File: config.mk
export PLATFORM = sky130hd
export DESIGN_NAME = pcm_recorder_flat
export DESIGN_NICKNAME = d
export VERILOG_FILES = /design/src/rtl/pcm_recorder_pkg.sv /design/src/rtl/pcm_recorder_if.sv /design/src/rtl/pcm_recorder_progress_cnt.sv /design/src/rtl/pcm_recorder.sv /design/src/flat_wrapper.sv
export SDC_FILE = /design/constraint.sdc
export NUM_CORES = 1
export LEC_CHECK = 0
export CORE_MARGIN = 2
export CORE_UTILIZATION = 53
export CTS_CLUSTER_SIZE = 25
export DETAILED_ROUTE_END_ITERATION = 10
export GPL_TIMING_DRIVEN = 0
export MAX_ROUTING_LAYER = met4
export PLACE_DENSITY = 0.92
export SYNTH_ARGS = -nofsm -noshare
export SYNTH_HDL_FRONTEND = slang
export SYNTH_SLANG_ARGS = --single-unit
File: constraint.sdc
create_clock -name clk -period 6.47 [get_ports clk]
set_input_delay 0.647 -clock clk [delete_from_list [all_inputs] [get_ports clk]]
set_output_delay 0.647 -clock clk [all_outputs]
set_load 0.005 [all_outputs]
File: src/rtl/pcm_recorder_pkg.sv
// Shared audio constants and recorder state encoding for the PCM record and playback paths.
package pcm_recorder_pkg;

  localparam int unsigned PCM_DEPTH  = 75611;
  localparam int unsigned PCM_ADDR_W = 17;
  localparam int unsigned PCM_DATA_W = 8;
  localparam int unsigned PROG_DIV   = 546;
  localparam int unsigned PROG_MAX   = 140;
  localparam int unsigned PROG_CNT_W = 10;
  localparam int unsigned PROG_W     = 8;

  typedef enum logic [1:0] {
    REC_IDLE = 2'd0,
    REC_ARM  = 2'd1,
    REC_REC  = 2'd2,
    REC_DONE = 2'd3
  } rec_state_e;

endpackage

File: src/rtl/pcm_recorder_if.sv
// Recorder control, ADC sample input and BRAM write-port bundle.
interface pcm_recorder_if
  import pcm_recorder_pkg::*;
#(
  parameter int unsigned ADDR_W = PCM_ADDR_W,
  parameter int unsigned DATA_W = PCM_DATA_W
) ();

  logic              sample_tick;
  logic              rec_start;
  logic              rec_stop;
  logic [DATA_W-1:0] adc_data;
  logic              wr_en;
  logic [ADDR_W-1:0] wr_addr;
  logic [DATA_W-1:0] wr_data;
  logic [ADDR_W-1:0] rec_len;
  logic              busy;
  logic              done;
  logic              full;
  logic [PROG_W-1:0] progress;

  modport slave (
    input  sample_tick, rec_start, rec_stop, adc_data,
    output wr_en, wr_addr, wr_data, rec_len, busy, done, full, progress
  );

  modport master (
    output sample_tick, rec_start, rec_stop, adc_data,
    input  wr_en, wr_addr, wr_data, rec_len, busy, done, full, progress
  );

endinterface

File: src/rtl/pcm_recorder_progress_cnt.sv
// Divide-and-saturate progress bar counter: one step every DIV increments, capped at MAX.
module pcm_recorder_progress_cnt
  import pcm_recorder_pkg::*;
#(
  parameter int unsigned DIV   = PROG_DIV,
  parameter int unsigned MAX   = PROG_MAX,
  parameter int unsigned CNT_W = PROG_CNT_W,
  parameter int unsigned OUT_W = PROG_W
) (
  input  logic             clk,
  input  logic             rst,
  input  logic             clr,
  input  logic             inc,
  output logic [OUT_W-1:0] progress
);

  localparam logic [CNT_W-1:0] CNT_LAST = CNT_W'(DIV - 1);
  localparam logic [OUT_W-1:0] OUT_MAX  = OUT_W'(MAX);

  logic [CNT_W-1:0] cnt;

  // clr wins over inc so a fresh recording always starts from zero
  always_ff @(posedge clk or negedge rst) begin
    if (!rst) begin
      cnt      <= '0;
      progress <= '0;
    end else if (clr) begin
      cnt      <= '0;
      progress <= '0;
    end else if (inc) begin
      if (cnt == CNT_LAST) begin
        cnt <= '0;
        if (progress < OUT_MAX) progress <= progress + OUT_W'(1);
      end else begin
        cnt <= cnt + CNT_W'(1);
      end
    end
  end

endmodule

File: src/rtl/pcm_recorder.sv
// Captures ADC samples on each sample tick into the PCM BRAM write port and tracks length/progress.
module pcm_recorder
  import pcm_recorder_pkg::*;
#(
  parameter int unsigned DEPTH    = PCM_DEPTH,
  parameter int unsigned ADDR_W   = PCM_ADDR_W,
  parameter int unsigned DATA_W   = PCM_DATA_W,
  parameter int unsigned PROG_DIV = pcm_recorder_pkg::PROG_DIV,
  parameter int unsigned PROG_MAX = pcm_recorder_pkg::PROG_MAX
) (
  input logic           clk,
  input logic           rst,
  pcm_recorder_if.slave bus
);

  localparam logic [ADDR_W-1:0] LAST_ADDR = ADDR_W'(DEPTH - 1);

  rec_state_e        state, state_n;
  logic              wr_c, arm_c, full_c;
  logic [ADDR_W-1:0] addr;
  logic              wr_en_q, busy_q, done_q, full_q;
  logic [ADDR_W-1:0] wr_addr_q, rec_len_q;
  logic [DATA_W-1:0] wr_data_q;
  logic [PROG_W-1:0] progress_q;

  always_ff @(posedge clk or negedge rst) begin
    if (!rst) state <= REC_IDLE;
    else      state <= state_n;
  end

  // Buffer-full takes priority over stop; a tick coinciding with stop is still written
  always_comb begin
    state_n = state;
    wr_c    = 1'b0;
    arm_c   = 1'b0;
    full_c  = 1'b0;
    case (state)
      REC_IDLE: begin
        if (bus.rec_start && !bus.rec_stop) begin
          state_n = REC_ARM;
          arm_c   = 1'b1;
        end
      end
      REC_ARM, REC_REC: begin
        wr_c = bus.sample_tick;
        if (bus.sample_tick && (addr == LAST_ADDR)) begin
          state_n = REC_DONE;
          full_c  = 1'b1;
        end else if (bus.rec_stop) begin
          state_n = REC_DONE;
        end else if (bus.sample_tick) begin
          state_n = REC_REC;
        end
      end
      REC_DONE: state_n = REC_IDLE;
      default:  state_n = REC_IDLE;
    endcase
  end

  always_ff @(posedge clk or negedge rst) begin
    if (!rst) begin
      addr      <= '0;
      wr_en_q   <= 1'b0;
      wr_addr_q <= '0;
      wr_data_q <= '0;
      rec_len_q <= '0;
      busy_q    <= 1'b0;
      done_q    <= 1'b0;
      full_q    <= 1'b0;
    end else begin
      wr_en_q <= wr_c;
      busy_q  <= (state_n == REC_ARM) || (state_n == REC_REC);
      done_q  <= (state_n == REC_DONE);
      if (arm_c) begin
        addr   <= '0;
        full_q <= 1'b0;
      end else if (wr_c) begin
        addr <= addr + ADDR_W'(1);
      end
      if (wr_c) begin
        wr_addr_q <= addr;
        wr_data_q <= bus.adc_data;
      end
      if (full_c) full_q <= 1'b1;
      // Length includes the sample written on the closing edge, if any
      if (state_n == REC_DONE) rec_len_q <= wr_c ? addr + ADDR_W'(1) : addr;
    end
  end

  pcm_recorder_progress_cnt #(
    .DIV   (PROG_DIV),
    .MAX   (PROG_MAX),
    .CNT_W (PROG_CNT_W),
    .OUT_W (PROG_W)
  ) u_progress (
    .clk      (clk),
    .rst      (rst),
    .clr      (arm_c),
    .inc      (wr_c),
    .progress (progress_q)
  );

  assign bus.wr_en    = wr_en_q;
  assign bus.wr_addr  = wr_addr_q;
  assign bus.wr_data  = wr_data_q;
  assign bus.rec_len  = rec_len_q;
  assign bus.busy     = busy_q;
  assign bus.done     = done_q;
  assign bus.full     = full_q;
  assign bus.progress = progress_q;

endmodule

File: src/flat_wrapper.sv
// flat-port wrapper written by rule: the top's interface ports become plain ports
module pcm_recorder_flat import pcm_recorder_pkg::*;
#(
  parameter int unsigned DEPTH    = PCM_DEPTH,
  parameter int unsigned ADDR_W   = PCM_ADDR_W,
  parameter int unsigned DATA_W   = PCM_DATA_W,
  parameter int unsigned PROG_DIV = pcm_recorder_pkg::PROG_DIV,
  parameter int unsigned PROG_MAX = pcm_recorder_pkg::PROG_MAX
)
  (clk, rst, bus_sample_tick, bus_rec_start, bus_rec_stop, bus_adc_data, bus_wr_en, bus_wr_addr, bus_wr_data, bus_rec_len, bus_busy, bus_done, bus_full, bus_progress);
  pcm_recorder_if #(.ADDR_W(ADDR_W), .DATA_W(DATA_W)) bus_i ();
  input logic clk;
  input logic rst;
  input wire logic [$bits(bus_i.sample_tick)-1:0] bus_sample_tick;
  input wire logic [$bits(bus_i.rec_start)-1:0] bus_rec_start;
  input wire logic [$bits(bus_i.rec_stop)-1:0] bus_rec_stop;
  input wire logic [$bits(bus_i.adc_data)-1:0] bus_adc_data;
  output wire logic [$bits(bus_i.wr_en)-1:0] bus_wr_en;
  output wire logic [$bits(bus_i.wr_addr)-1:0] bus_wr_addr;
  output wire logic [$bits(bus_i.wr_data)-1:0] bus_wr_data;
  output wire logic [$bits(bus_i.rec_len)-1:0] bus_rec_len;
  output wire logic [$bits(bus_i.busy)-1:0] bus_busy;
  output wire logic [$bits(bus_i.done)-1:0] bus_done;
  output wire logic [$bits(bus_i.full)-1:0] bus_full;
  output wire logic [$bits(bus_i.progress)-1:0] bus_progress;
  assign bus_i.sample_tick = bus_sample_tick;
  assign bus_i.rec_start = bus_rec_start;
  assign bus_i.rec_stop = bus_rec_stop;
  assign bus_i.adc_data = bus_adc_data;
  assign bus_wr_en = bus_i.wr_en;
  assign bus_wr_addr = bus_i.wr_addr;
  assign bus_wr_data = bus_i.wr_data;
  assign bus_rec_len = bus_i.rec_len;
  assign bus_busy = bus_i.busy;
  assign bus_done = bus_i.done;
  assign bus_full = bus_i.full;
  assign bus_progress = bus_i.progress;
  pcm_recorder #(.DEPTH(DEPTH), .ADDR_W(ADDR_W), .DATA_W(DATA_W), .PROG_DIV(PROG_DIV), .PROG_MAX(PROG_MAX)) u_core (.clk(clk), .rst(rst), .bus(bus_i));
endmodule
== Word level (Yosys, flattened, before mapping) ==
Index checks and enable logic that the tools add are counted.

* Bits in registers: 83
* Bits in latches: 0
* RAM bits: 0
* Memory bits (read-only): 0
* Input bits: 13
* Output and inout port bits: 54
* Logic and storage cells: 55
* Memories kept: 0

* Add/subtract/negate cells: 3
* Multiply operators: 0
* Div/mod/pow operators: 0
* Magnitude comparators: 1
* Eq/ne operators: 8
* Shift-type cells: 0
* Mux-type cells: 21
* Bitwise operators: 0
* Reductions and logical operators: 11

{| class="wikitable"
|+ Operators by type and width
! cell !! count
|-
| 17-bit two-way mux || 2
|-
| 8-bit two-way mux || 4
|-
| 10-bit two-way mux || 3
|-
| 17-bit by 1-bit adder with 17-bit output, second input constant || 1
|-
| 17-bit == test, second input constant || 1
|-
| 10-bit by 1-bit adder with 10-bit output, second input constant || 1
|-
| 10-bit == test, second input constant || 1
|-
| 8-bit by 1-bit adder with 8-bit output, second input constant || 1
|-
| 2-bit == test, second input constant || 4
|-
| 8-bit < comparator, second input constant || 1
|-
| 2-bit two-way mux || 4
|-
| 2-bit nonzero test || 4
|-
| 1-bit two-way mux || 7
|-
| 2-bit case mux with 3 select lines || 1
|-
| 2-bit by 1-bit == test with 1-bit output, second input constant || 2
|-
| 3-bit AND reduction || 1
|-
| 1-bit logical AND || 2
|-
| 2-bit zero test || 1
|-
| 2-bit OR reduction || 1
|-
| 1-bit zero test || 1
|-
| 1-bit logical OR || 1
|}

== Depth between registers and ports, before layout ==
* Depth after elaboration: 6
* Depth in mapped cells: 11
* Depth with buffers taken out: 9

== Cells and area by module ==
A second synthesis with hierarchy kept.

* Cell total of the unflattened synthesis: 340
* Area, all modules: 3831.2 µm²

{| class="wikitable"
|+ Modules (own cells, without submodules)
! module !! times used !! cells each !! area each (µm²) !! sequential area each (µm²)
|-
| pcm_recorder || 1 || 241 || 2805.2 || 1626.6
|-
| pcm_recorder_progress_cnt || 1 || 99 || 1026.0 || 450.4
|}

== Worst setup path after synthesis ==
Ideal clock, no wire load.

* Path kind: register -> register
* Start: register u_core.state[0]
* End: register u_core.rec_len_q[10], in the netlist u_core.bus.rec_len[10]
* Library setup time: 0.077 ns
* Arrival: 2.257 ns
* Required time: 6.393 ns
* Slack: 4.136 ns
* Cell stages (with the launch flop): 11
* Buffers on the path: 2
* Period minus slack after synthesis: 2.334 ns
* Path through: dfrtp_1 > inv_1 > ha_1 > nand4_1 > or4_1 > nand2_1 > ha_1 > buf_1 > clkbuf_1 > nor2_1 > a21oi_1

* Longest elaborated chain between the ends: 5
* Elaborated cells on any way between the ends: 13
* Classes of those cells: eq/ne: 4; mux: 7; reduce/logical: 2

{| class="wikitable"
|+ RTL lines
! what !! RTL line !! RTL
|-
| start: declaration || pcm_recorder.sv:18 || <nowiki>rec_state_e state, state_n;</nowiki>
|-
| start signal: assignment || pcm_recorder.sv:28 || <nowiki>else state <= state_n;</nowiki>
|-
| 2-bit two-way mux || pcm_recorder.sv:51 || <nowiki>end else if (bus.sample_tick) begin</nowiki>
|-
| 2-bit two-way mux || pcm_recorder.sv:49 || <nowiki>end else if (bus.rec_stop) begin</nowiki>
|-
| 2-bit two-way mux || pcm_recorder.sv:46 || <nowiki>if (bus.sample_tick && (addr == LAST_ADDR)) begin</nowiki>
|-
| 2-bit case mux with 3 select lines || pcm_recorder.sv:37 || <nowiki>case (state)</nowiki>
|-
| 2-bit == test || pcm_recorder.sv:86 || <nowiki>if (state_n == REC_DONE) rec_len_q <= wr_c ? addr + ADDR_W'(1) : addr;</nowiki>
|-
| end signal: assignment || pcm_recorder.sv:86 ||
|-
| end: declaration || pcm_recorder.sv:22 || <nowiki>logic [ADDR_W-1:0] wr_addr_q, rec_len_q;</nowiki>
|}

Several ways; a longest one is shown, not always the timed one.
A chain may end at the register's enable or synchronous reset.

== Worst setup path after layout ==
* Start: input bus_sample_tick
* End: register u_core.rec_len_q[4], in the netlist u_core.bus.rec_len[4]

* Longest elaborated chain between the ends: 5
* Elaborated cells on any way between the ends: 8
* Classes of those cells: eq/ne: 1; mux: 6; reduce/logical: 1

{| class="wikitable"
|+ RTL lines
! what !! RTL line !! RTL
|-
| start: declaration || flat_wrapper.sv:14 || <nowiki>input wire logic [$bits(bus_i.sample_tick)-1:0] bus_sample_tick;</nowiki>
|-
| 2-bit two-way mux || pcm_recorder.sv:51 ||
|-
| 2-bit two-way mux || pcm_recorder.sv:49 ||
|-
| 2-bit two-way mux || pcm_recorder.sv:46 ||
|-
| 2-bit case mux with 3 select lines || pcm_recorder.sv:37 ||
|-
| 2-bit == test || pcm_recorder.sv:86 ||
|}

Several ways; a longest one is shown, not always the timed one.

==> impl_results.md <==
- Result of the run: completed
- Number of synthesis warnings: 0
- Post-place setup slack: 3080 ps
- Required time of the critical path: 6740 ps
- Number of pins with negative max-slew slack in the final report: 0
- Post-CTS Repair Setup Buffers: 0
- Number of antenna repair diodes: 0
- Area of the core: 6830 sq um
- Global-route total usage across every layer: 26.1%
- Post-Syn Instances: 395
- Power per cell area: 379 nW/um^2
- Critical path endpoint category: register
- Top delay family on crit path: buffers and inverters
- Number of buffers added by the clock tree synthesis step: 9
- Accumulated negative setup slack: 0 ps
- Overall die width: 88.2 microns
- Most frequent cells in the layout: sky130_fd_sc_hd__nand2_1 (91), sky130_fd_sc_hd__dfrtp_1 (83), sky130_fd_sc_hd__clkdlybuf4s50_1 (65)
- Setup repair after global routing missed its margin: no
- Slew at the pin closest to its max-slew limit: 696 ps
- Ys async rst share: 100%
- Site row count: 30
- Clock tree from TritonCTS: built
- Die boundary height: 88.2 microns
- Min-delay worst type: in -> async
- Violation count after the first detailed-routing iteration: 296
- Clk root buf: sky130_fd_sc_hd__clkbuf_8
- Post-cts gate resize count: 0
- Vias per cell: 5.71
- Average footprint of a synthesized cell: 9.52 sq um
- Design Power: 1.80 mW
- Remaining design rule violation count: 0
- Startpoint type of the worst setup path: primary input
- Data arrival time of the critical path: 3340 ps
- Peak per-stage delay on the critical path: 590 ps
- Maximum level of the CTS H-tree: 3
- Wire length reported by the detailed router: 9.20 mm
- Final critical path time including I/O delays and setup: 3070 ps
- Tcrit/Tclk final: 47.4%
- Peak supply drop: 232 uV
- Relative slew slack: 53.0%
- Most common flop cell mapped by yosys: sky130_fd_sc_hd__dfrtp_1
- Final number of setup-violating endpoints: 0
- Highest net fanout along the worst path: 10
- Cell Area, Placed: 4560 sq um
- Critical Setup Path Class: in -> reg
- Boundary pin count: 67
- Most common cell after layout, fill and taps aside: sky130_fd_sc_hd__nand2_1
- Detailed Routing Iterations Pass 1: 4
- Clock-pin slew on the worst setup and hold paths: 80 ps
- Fmax: 0.326 GHz
- Number of global-route vias before repair: 3088
- Routability congestion estimate: 0.883
- Starting utilization of the core area: 55.0%
- Count of buffer and inverter cells on the critical path: 3
- Total nets after synthesis: 415
- Routed wire length per instance: 16.0 microns
- CTS sink count: 83
- Number of nets in the final layout: 493
- Area added between synthesis and finish: 26.4%
- Number of nets with antenna violations after routing: 0
- Hold buffer count at CTS: 0
- Sequential share of the synthesized area: 55.3%
- Final worst clock skew: 9.62 ps
- Synth unique cells: 45
- Number of max-cap violations: 0
- Clock Tree Buf Depth: 2
- DP Wirelength: 6.59 mm
- Insertion delay to the later sink of the worst-skew pair: 360 ps
- Final Hold Vio Count: 0
- Worst Setup Slack, final: 3400 ps
- Final global-route overflow total: 0
- Antenna violations before repair: 0
- Port Buf Inserts: 66
- Worst-path cell chain: clkdlybuf4s50_1 -> nand4_1 -> or4_1 -> nand2_1 -> ha_1 -> buf_1 -> clkbuf_1 -> nor2_1 -> a21oi_1
- Die outline area: 7780 sq um
- Worst-path cell with the longest stage delay: sky130_fd_sc_hd__clkdlybuf4s50_1
- Largest net degree at the start of global routing: 44
- Post-Layout Inst Area: 4750 sq um
- Total vias in the final route: 3276
- EDFF count, synth: 0
- Post-synthesis register bit count: 83
- Post-Syn Area: 3760 sq um
- Share of layout cells above drive strength 1: 6.07%
- First-pass GRT wire length: 15.0 mm
- Leakage power: 2.13 nW
[cell families (layout without fill, tap and decap cells)]
kind of cell | after synthesis | count (layout) | share of synthesized area, %
XOR/XNOR | 17 | 17 | 3.96
buffers and inverters | 30 | 113 | 3.13
flip-flops | 83 | 83 | 55.3
multiplexers | 2 | 2 | 0.533
AND/OR/NAND/NOR | 199 | 199 | 25.7
adder cells (fa/ha/maj) | 7 | 7 | 2.33
AO/OA/AOI/OAI | 57 | 57 | 9.09
[report_power, final]
group	switching [mW]	total [mW]	leakage, nW	internal [mW]
sequential	0.0879	0.739	1.09	0.651
combinational	0.381	0.695	0.947	0.314
clock	0.188	0.368	0.0901	0.181
total	0.657	1.80	2.13	1.15
[synthesized netlist by cell type (3+ instances only)]
| master | number | area share, % |
|---|---|---|
| sky130_fd_sc_hd__nand2_1 | 91 | 9.1 |
| sky130_fd_sc_hd__dfrtp_1 | 83 | 55 |
| sky130_fd_sc_hd__nor2_1 | 45 | 4.5 |
| sky130_fd_sc_hd__a21oi_1 | 26 | 3.5 |
| sky130_fd_sc_hd__clkbuf_1 | 13 | 1.3 |
| sky130_fd_sc_hd__xnor2_1 | 13 | 3.0 |
| sky130_fd_sc_hd__nand4_1 | 12 | 2.0 |
| sky130_fd_sc_hd__o21ai_0 | 11 | 1.5 |
| sky130_fd_sc_hd__inv_1 | 9 | 0.90 |
| sky130_fd_sc_hd__nor4_1 | 8 | 1.3 |
| sky130_fd_sc_hd__ha_1 | 7 | 2.3 |
| sky130_fd_sc_hd__nand3_1 | 7 | 0.93 |
| sky130_fd_sc_hd__or3_1 | 6 | 1.0 |
| sky130_fd_sc_hd__nor3_1 | 5 | 0.67 |
| sky130_fd_sc_hd__a31oi_1 | 4 | 0.67 |
| sky130_fd_sc_hd__buf_1 | 4 | 0.40 |
| sky130_fd_sc_hd__buf_2 | 4 | 0.53 |
| sky130_fd_sc_hd__o31ai_1 | 4 | 0.80 |
| sky130_fd_sc_hd__or4_1 | 4 | 0.80 |
| sky130_fd_sc_hd__xor2_1 | 4 | 0.93 |
| sky130_fd_sc_hd__and2_1 | 3 | 0.50 |
[layout make-up]
class                      count  area, sq um
timing repair buffer          67          678
tap                           96          120
inverter                       9         33.8
clock buffer                  11          131
sequential                    83         2080
multi-input combinational    282         1560
clock inverter                 5         62.6
buffer                        21         83.8
fill                         511         2080
[registers in the layout, indices dropped and copies added (netlist names)]
register and cells:
u_core.addr 17, u_core.bus.wr_data 8, u_core.bus.wr_addr 17, u_core.bus.rec_len 17, u_core.u_progress.cnt 10, u_core.bus.done 1
u_core.state 2, u_core.u_progress.progress 8, u_core.bus.wr_en 1, u_core.bus.full 1, u_core.bus.busy 1
[stage by stage]
stage          hold WS [ps]  instances  util, %
4_1_cts                 273        574     69.5
6_report                265        574     69.5
2_1_floorplan           351        395        -
3_3_place_gp            459        557     66.4
5_1_grt                 304        574     69.5
3_5_place_dp            466        558     66.7
[worst reg2reg max path, delay by kind of cell (launching register included)]
family | cells | cell delay, ps
flops | 1 | 350
buf+inv | 3 | 870
compound gates | 1 | 170
fa+ha+maj | 2 | 520
simple gates | 4 | 970
[final timing paths]
check / from / slack [ps] / cells past startpoint / end
worst max-delay path: bus_sample_tick / 3400 / 9 / u_core.bus.rec_len[4]
worst min-delay path: rst / 260 / 1 / u_core.u_progress.progress[4]
worst max register to register: u_core.state[0] / 3520 / 10 / u_core.bus.rec_len[4]
worst min register to register: u_core.bus.wr_data[3] / 480 / 2 / u_core.bus.wr_data[3]
max in group asynchronous: rst / 5610 / 2 / u_core.bus.wr_addr[6]
min in group clk: u_core.bus.wr_data[3] / 480 / 2 / u_core.bus.wr_data[3]
[layer usage]
metal | track usage (%) | vias to the layer above | wire length (microns)
li1 | - | 1514 | -
met1 | 32.8 | 1599 | 3750
met2 | 42.6 | 137 | 4710
met3 | 4.10 | 26 | 517
met4 | 10.3 | 0 | 216
met5 | - | - | 0
Note: power is estimated with default switching activity, not from simulation.
